==> src/rtl/sersub_pkg.sv <==
// Shared types and helpers for the nibble-serial subtractor.
// Optional zero flag is enabled with SERSUB_ZERO_EN.
package sersub_pkg;

  typedef enum logic [1:0] {
    IDLE,
    RUN,
    DONE
  } state_t;

  localparam int SLICE_W = 4;

  function automatic int idx_w(input int nib);
    return (nib > 1) ? $clog2(nib) : 1;
  endfunction

endpackage

==> src/rtl/serial_sub_ctrl_if.sv <==
// Operand/result handshake bundle for serial_sub_ctrl.
// The zero signal exists only with SERSUB_ZERO_EN.
interface serial_sub_ctrl_if #(
  parameter int WIDTH = 16
);

  logic             in_valid;
  logic             in_ready;
  logic [WIDTH-1:0] a;
  logic [WIDTH-1:0] b;
  logic             bin;
  logic             out_valid;
  logic             out_ready;
  logic [WIDTH-1:0] diff;
  logic             bout;
`ifdef SERSUB_ZERO_EN
  logic             zero;

  modport master (
    output in_valid, a, b, bin, out_ready,
    input  in_ready, out_valid, diff, bout, zero
  );

  modport slave (
    input  in_valid, a, b, bin, out_ready,
    output in_ready, out_valid, diff, bout, zero
  );
`else
  modport master (
    output in_valid, a, b, bin, out_ready,
    input  in_ready, out_valid, diff, bout
  );

  modport slave (
    input  in_valid, a, b, bin, out_ready,
    output in_ready, out_valid, diff, bout
  );
`endif

endinterface

==> src/rtl/sub4_slice.sv <==
// Combinational 4-bit borrow-chain subtractor slice.
// Build option SERSUB_ZERO_EN does not affect this file.
module sub4_slice
  import sersub_pkg::*;
(
  input  logic [SLICE_W-1:0] a4,
  input  logic [SLICE_W-1:0] b4,
  input  logic               bi,
  output logic [SLICE_W-1:0] d4,
  output logic               bo
);

  // A negative 5-bit result leaves bit 4 set, which is the borrow.
  assign {bo, d4} = {1'b0, a4}
                  - {1'b0, b4}
                  - {{SLICE_W{1'b0}}, bi};

endmodule

==> src/rtl/serial_sub_ctrl.sv <==
// Nibble-serial subtract sequencer driving one sub4_slice.
// Define SERSUB_ZERO_EN to add the registered zero flag.
module serial_sub_ctrl
  import sersub_pkg::*;
#(
  parameter int WIDTH = 16
) (
  input logic              clk,
  input logic              rst,
  serial_sub_ctrl_if.slave bus
);

  localparam int NIB = WIDTH / SLICE_W;
  localparam int IW  = idx_w(NIB);
  localparam logic [IW-1:0] LAST = IW'(NIB - 1);

  state_t           state;
  logic [WIDTH-1:0] a_r;
  logic [WIDTH-1:0] b_r;
  logic [WIDTH-1:0] diff_r;
  logic             brw;
  logic [IW-1:0]    idx;
  logic             rdy_r;
  logic             vld_r;
  logic [SLICE_W-1:0] d4;
  logic             bnext;
`ifdef SERSUB_ZERO_EN
  logic             zero_r;
`endif

  sub4_slice u_slice (
    .a4 (a_r[SLICE_W-1:0]),
    .b4 (b_r[SLICE_W-1:0]),
    .bi (brw),
    .d4 (d4),
    .bo (bnext)
  );

  always_ff @(posedge clk) begin
    if (rst) begin
      state  <= IDLE;
      rdy_r  <= 1'b1;
      vld_r  <= 1'b0;
      a_r    <= '0;
      b_r    <= '0;
      diff_r <= '0;
      brw    <= 1'b0;
      idx    <= '0;
`ifdef SERSUB_ZERO_EN
      zero_r <= 1'b0;
`endif
    end else begin
      unique case (state)
        IDLE: begin
          if (bus.in_valid) begin
            a_r   <= bus.a;
            b_r   <= bus.b;
            brw   <= bus.bin;
            idx   <= '0;
            rdy_r <= 1'b0;
            state <= RUN;
`ifdef SERSUB_ZERO_EN
            zero_r <= 1'b1;
`endif
          end
        end
        RUN: begin
          a_r    <= a_r >> SLICE_W;
          b_r    <= b_r >> SLICE_W;
          diff_r <= {d4, diff_r[WIDTH-1:SLICE_W]};
          brw    <= bnext;
          idx    <= idx + 1'b1;
`ifdef SERSUB_ZERO_EN
          zero_r <= zero_r & (d4 == '0);
`endif
          if (idx == LAST) begin
            vld_r <= 1'b1;
            state <= DONE;
          end
        end
        DONE: begin
          if (bus.out_ready) begin
            vld_r <= 1'b0;
            rdy_r <= 1'b1;
            state <= IDLE;
          end
        end
        default: begin
          vld_r <= 1'b0;
          rdy_r <= 1'b1;
          state <= IDLE;
        end
      endcase
    end
  end

  // Held low while reset is asserted, even though the state is IDLE.
  assign bus.in_ready  = rdy_r & ~rst;
  assign bus.out_valid = vld_r;
  assign bus.diff      = diff_r;
  assign bus.bout      = brw;
`ifdef SERSUB_ZERO_EN
  assign bus.zero      = zero_r;
`endif

endmodule

==> src/flat_wrapper.sv <==
// flat-port wrapper written by rule: the top's interface ports become plain ports
module serial_sub_ctrl_flat import sersub_pkg::*;
#(
  parameter int WIDTH = 16
)
  (clk, rst, bus_in_valid, bus_a, bus_b, bus_bin, bus_out_ready, bus_in_ready, bus_out_valid, bus_diff, bus_bout);
  serial_sub_ctrl_if #(.WIDTH(WIDTH)) bus_i ();
  input logic clk;
  input logic rst;
  input wire logic [$bits(bus_i.in_valid)-1:0] bus_in_valid;
  input wire logic [$bits(bus_i.a)-1:0] bus_a;
  input wire logic [$bits(bus_i.b)-1:0] bus_b;
  input wire logic [$bits(bus_i.bin)-1:0] bus_bin;
  input wire logic [$bits(bus_i.out_ready)-1:0] bus_out_ready;
  output wire logic [$bits(bus_i.in_ready)-1:0] bus_in_ready;
  output wire logic [$bits(bus_i.out_valid)-1:0] bus_out_valid;
  output wire logic [$bits(bus_i.diff)-1:0] bus_diff;
  output wire logic [$bits(bus_i.bout)-1:0] bus_bout;
  assign bus_i.in_valid = bus_in_valid;
  assign bus_i.a = bus_a;
  assign bus_i.b = bus_b;
  assign bus_i.bin = bus_bin;
  assign bus_i.out_ready = bus_out_ready;
  assign bus_in_ready = bus_i.in_ready;
  assign bus_out_valid = bus_i.out_valid;
  assign bus_diff = bus_i.diff;
  assign bus_bout = bus_i.bout;
  serial_sub_ctrl #(.WIDTH(WIDTH)) u_core (.clk(clk), .rst(rst), .bus(bus_i));
endmodule
==> config.mk <==
export PLATFORM = sky130hd
export DESIGN_NAME = serial_sub_ctrl_flat
export DESIGN_NICKNAME = d
export VERILOG_FILES = /design/src/rtl/sersub_pkg.sv /design/src/rtl/serial_sub_ctrl_if.sv /design/src/rtl/sub4_slice.sv /design/src/rtl/serial_sub_ctrl.sv /design/src/flat_wrapper.sv
export SDC_FILE = /design/constraint.sdc
export NUM_CORES = 1
export LEC_CHECK = 0
export CORE_MARGIN = 2
export CORE_UTILIZATION = 25
export DETAILED_ROUTE_END_ITERATION = 7
export HOLD_SLACK_MARGIN = 0.06
export SYNTH_ARGS = -nofsm -noshare
export SYNTH_HDL_FRONTEND = slang
export SYNTH_SLANG_ARGS = --single-unit
==> constraint.sdc <==
create_clock -name clk -period 3.35 [get_ports clk]
set_input_delay 1.005 -clock clk [delete_from_list [all_inputs] [get_ports clk]]
set_output_delay 1.005 -clock clk [all_outputs]
set_load 0.02 [all_outputs]
==> impl_metrics.json <==
{
  "final-setup-viol-count": 0,
  "core_area_sq_um": 10200,
  "clockPowerShare": 0.279,
  "path_cells": "buf_2 -> nor2b_1 -> clkdlybuf4s50_1",
  "h-tree-depth": 2,
  "cts-resized-gates": 0,
  "via_count": 2297,
  "tritoncts": "yes",
  "outcome": "finished clean",
  "fin_skew_ns": 0.0171,
  "drive_gt1_frac": 0.0574,
  "peakVddDrop_v": 0.000168,
  "routed_via_density": 4.43,
  "final.setup.tns_ns": 0,
  "dpl_worst_slack_ns": 0.405,
  "ys_ff_latch": 55,
  "io_pins": 56,
  "muxShareOfSynthArea": 0,
  "synth-compound-area-share": 0.152,
  "mostFrequentLayoutCell": "nor2_1",
  "hold_path_end": "u_core.bus.diff[2]$_SDFFE_PP0P_",
  "worst-path-max-fanout": 2,
  "cts_hold_buf": 0,
  "synth-xor-area-share": 0.00677,
  "grt_pass1_vias": 2202,
  "dp_cells": 511,
  "totalWireLength_um": 6100,
  "cp-end-kind": "output pin",
  "slew_headroom": 0.505,
  "layout.nets": 428,
  "clock-sinks": 55,
  "p_sw_frac": 0.300,
  "period_minus_slack_ns": 2.90,
  "die_w_um": 106,
  "antenna_found_initial": 0,
  "final.period_utilization": 0.867,
  "whs_path_depth": 2,
  "ys_seq_area_frac": 0.426,
  "die_y_um": 106,
  "start_kind": "input pin",
  "first_iter_violations": 105,
  "cts_buffers": 5,
  "fp-row-count": 37,
  "regToRegEndpoint": "u_core.bus.bout$_SDFFE_PP0P_",
  "instances_no_fill": 519,
  "crit_path_top_delay_cell": "clkdlybuf4s50_1",
  "grt_setup_unrepaired": "no",
  "mappedNetlistArea_sq_um": 2590,
  "io_buffers": 55,
  "remaining_drc_errors": 0,
  "synth_top_family_by_area": "simple AND/OR/NAND/NOR gates",
  "p_int_w": 0.00100,
  "crit_required_ns": 2.34,
  "rrSetupSlack_ns": 0.79,
  "die_area_sq_um": 11200,
  "synthDistinctLibCells": 29,
  "p_per_area_nw_per_um2": 433,
  "yosys.area.top_type_share": 0.426,
  "synth_warnings": 0,
  "syn_inst": 339,
  "grt_max_degree": 56,
  "clkSlewWorstSetupHoldPaths_ns": 0.10,
  "synth_simple_gate_area_frac": 0.299,
  "power.switching_w": 0.000431,
  "worst_slack_ns": 0.446,
  "worst_pin_slew_ns": 0.742,
  "pwr-share-comb": 0.214,
  "final_max_slew_viol_count": 0,
  "arrival_ns": 1.90,
  "clockRootBuffer": "clkbuf_8",
  "seq_power_share": 0.507,
  "clock.fmax_mhz": 344,
  "grt-ovfl-total": 0,
  "ff2ff_path_depth": 10,
  "synth_nets": 385,
  "cts_setup_buffers": 0,
  "final_cell_mix": "nor2_1 (87), dfxtp_1 (55), clkdlybuf4s50_1 (54), a21oi_1 (46), nand2_1 (28)",
  "grt_pass1_wl_um": 10200,
  "wl_per_cell_um": 11.8,
  "grt_usage": 0.112,
  "crit_buf_inv": 2,
  "syn_to_final_growth_pct": 27.9,
  "synth_adder_area_share": 0.0493,
  "total_leakage_power_nw": 1.30,
  "clock_path_buffers": 2,
  "clk_latency_ns": 0.32,
  "maxCapViolCount": 0,
  "fillers": 1111,
  "ant_nets": 0,
  "antenna_cells": 0,
  "critical-path-top-delay-family": "buffers and inverters",
  "timing.rr.start": "u_core.bus.bout$_SDFFE_PP0P_",
  "dp_hpwl_um": 4110,
  "initial_core_util": 0.254,
  "hold_class": "flop to flop",
  "firstDrtPassIters": 4,
  "syn_area_per_cell_sq_um": 7.63,
  "gp_congestion": 0.746,
  "synth_area_leader_cell": "dfxtp_1",
  "synthTopCellsByArea": "dfxtp_1 (43%), nor2_1 (13%), a21oi_1 (8.9%)",
  "slowest_delay_ns": 0.62,
  "min_from": "u_core.bus.diff[2]$_SDFFE_PP0P_",
  "critical_path_class": "input pin to output pin",
  "final-hold-violation-count": 0
}
-- flip-flops by register name, summed over array words and instances, names as in the netlist --
signal / count
u_core.rdy_r: 1
u_core.idx: 2
u_core.b_r: 16
u_core.bus.bout: 1
u_core.bus.diff: 16
u_core.a_r: 16
u_core.state: 2
u_core.bus.out_valid: 1
-- per-layer routing --
metal	up-vias	GRT usage	part of all wire
li1	1190	-	-
met1	1053	0.139	0.49
met2	47	0.194	0.46
met3	7	0.0241	0.041
met4	0	0.0310	0.0092
met5	-	0	0
-- worst max-delay path by stage --
stage                                  from                           end  slack [ns]  depth (start not counted)
3_3_place_gp                            rst                  bus_in_ready        0.40                          3
3_5_place_dp                            rst                  bus_in_ready        0.41                          3
5_1_grt                                 rst                  bus_in_ready        0.37                          3
2_1_floorplan  u_core.bus.bout$_SDFFE_PP0P_  u_core.bus.bout$_SDFFE_PP0P_        0.79                         10
6_report                                rst                  bus_in_ready        0.45                          3
4_1_cts                                 rst                  bus_in_ready        0.39                          3
-- area by class of cell --
type | instances | area, sq um | area share
multi-input combinational | 249 | 1310 | 0.396
sequential | 55 | 1100 | 0.333
timing repair buffer | 61 | 591 | 0.179
tap | 136 | 170 | 0.0514
clock buffer | 5 | 68.8 | 0.0208
inverter | 10 | 37.5 | 0.0113
clock inverter | 3 | 28.8 | 0.00870
-- through the flow --
| stage | cell area [sq um] | hold WS (ns) | total power [W] | utilization |
|---|---|---|---|---|
| 2_1_floorplan | 2590 | 0.455 | 0.000945 | - |
| 3_3_place_gp | 3210 | 0.446 | 0.00104 | 0.315 |
| 3_5_place_dp | 3210 | 0.448 | 0.00105 | 0.315 |
| 4_1_cts | 3310 | 0.463 | 0.00145 | 0.325 |
| 5_1_grt | 3310 | 0.492 | 0.00151 | 0.325 |
| 6_report | 3310 | 0.458 | 0.00143 | 0.325 |
-- worst reg2reg max path, stage by stage (launching register included) --
cell	delay [ns]
dfxtp_1	0.37
inv_1	0.07
fa_1	0.55
inv_1	0.05
ha_1	0.17
or2_2	0.28
fa_1	0.38
nand2b_1	0.17
a21oi_1	0.17
xnor2_1	0.14
a21oi_1	0.08
-- cell usage after synthesis --
cell type and count:
nand2_1 28, a22oi_1 9, o21ai_0 3, nor2_2 1
a311oi_1 1, ha_1 7, a21oi_1 46, nor3b_1 1
buf_4 6, a31oi_1 1, a211oi_2 4, inv_1 10
nor2b_1 25, fa_1 2, nand2b_1 4, or2_1 1
clkbuf_1 12, nor3b_2 1, dfxtp_1 55, o21bai_1 1
buf_6 2, and2b_1 1, buf_2 5, xnor2_1 2
nor3_1 21, a211oi_1 1, nor2_1 87, or2_2 1
and4_1 1
-- power groups by stage --
stage | combinational, W | clock (W) | sequential (W)
after floorplan | 0.000199 | 0 | 0.000746
after global placement | 0.000304 | 0 | 0.000740
after detailed placement | 0.000309 | 0 | 0.000743
after CTS | 0.000311 | 0.000416 | 0.000727
after global routing | 0.000346 | 0.000431 | 0.000734
final | 0.000307 | 0.000400 | 0.000727
-- kinds of logic after synthesis --
family | count (synthesis)
AND/OR/NAND/NOR | 172
adder cells (fa/ha/maj) | 9
flip-flops | 55
XOR/XNOR | 2
AO/OA/AOI/OAI | 66
buffers and inverters | 35
Note: power is estimated with default switching activity, not from simulation.
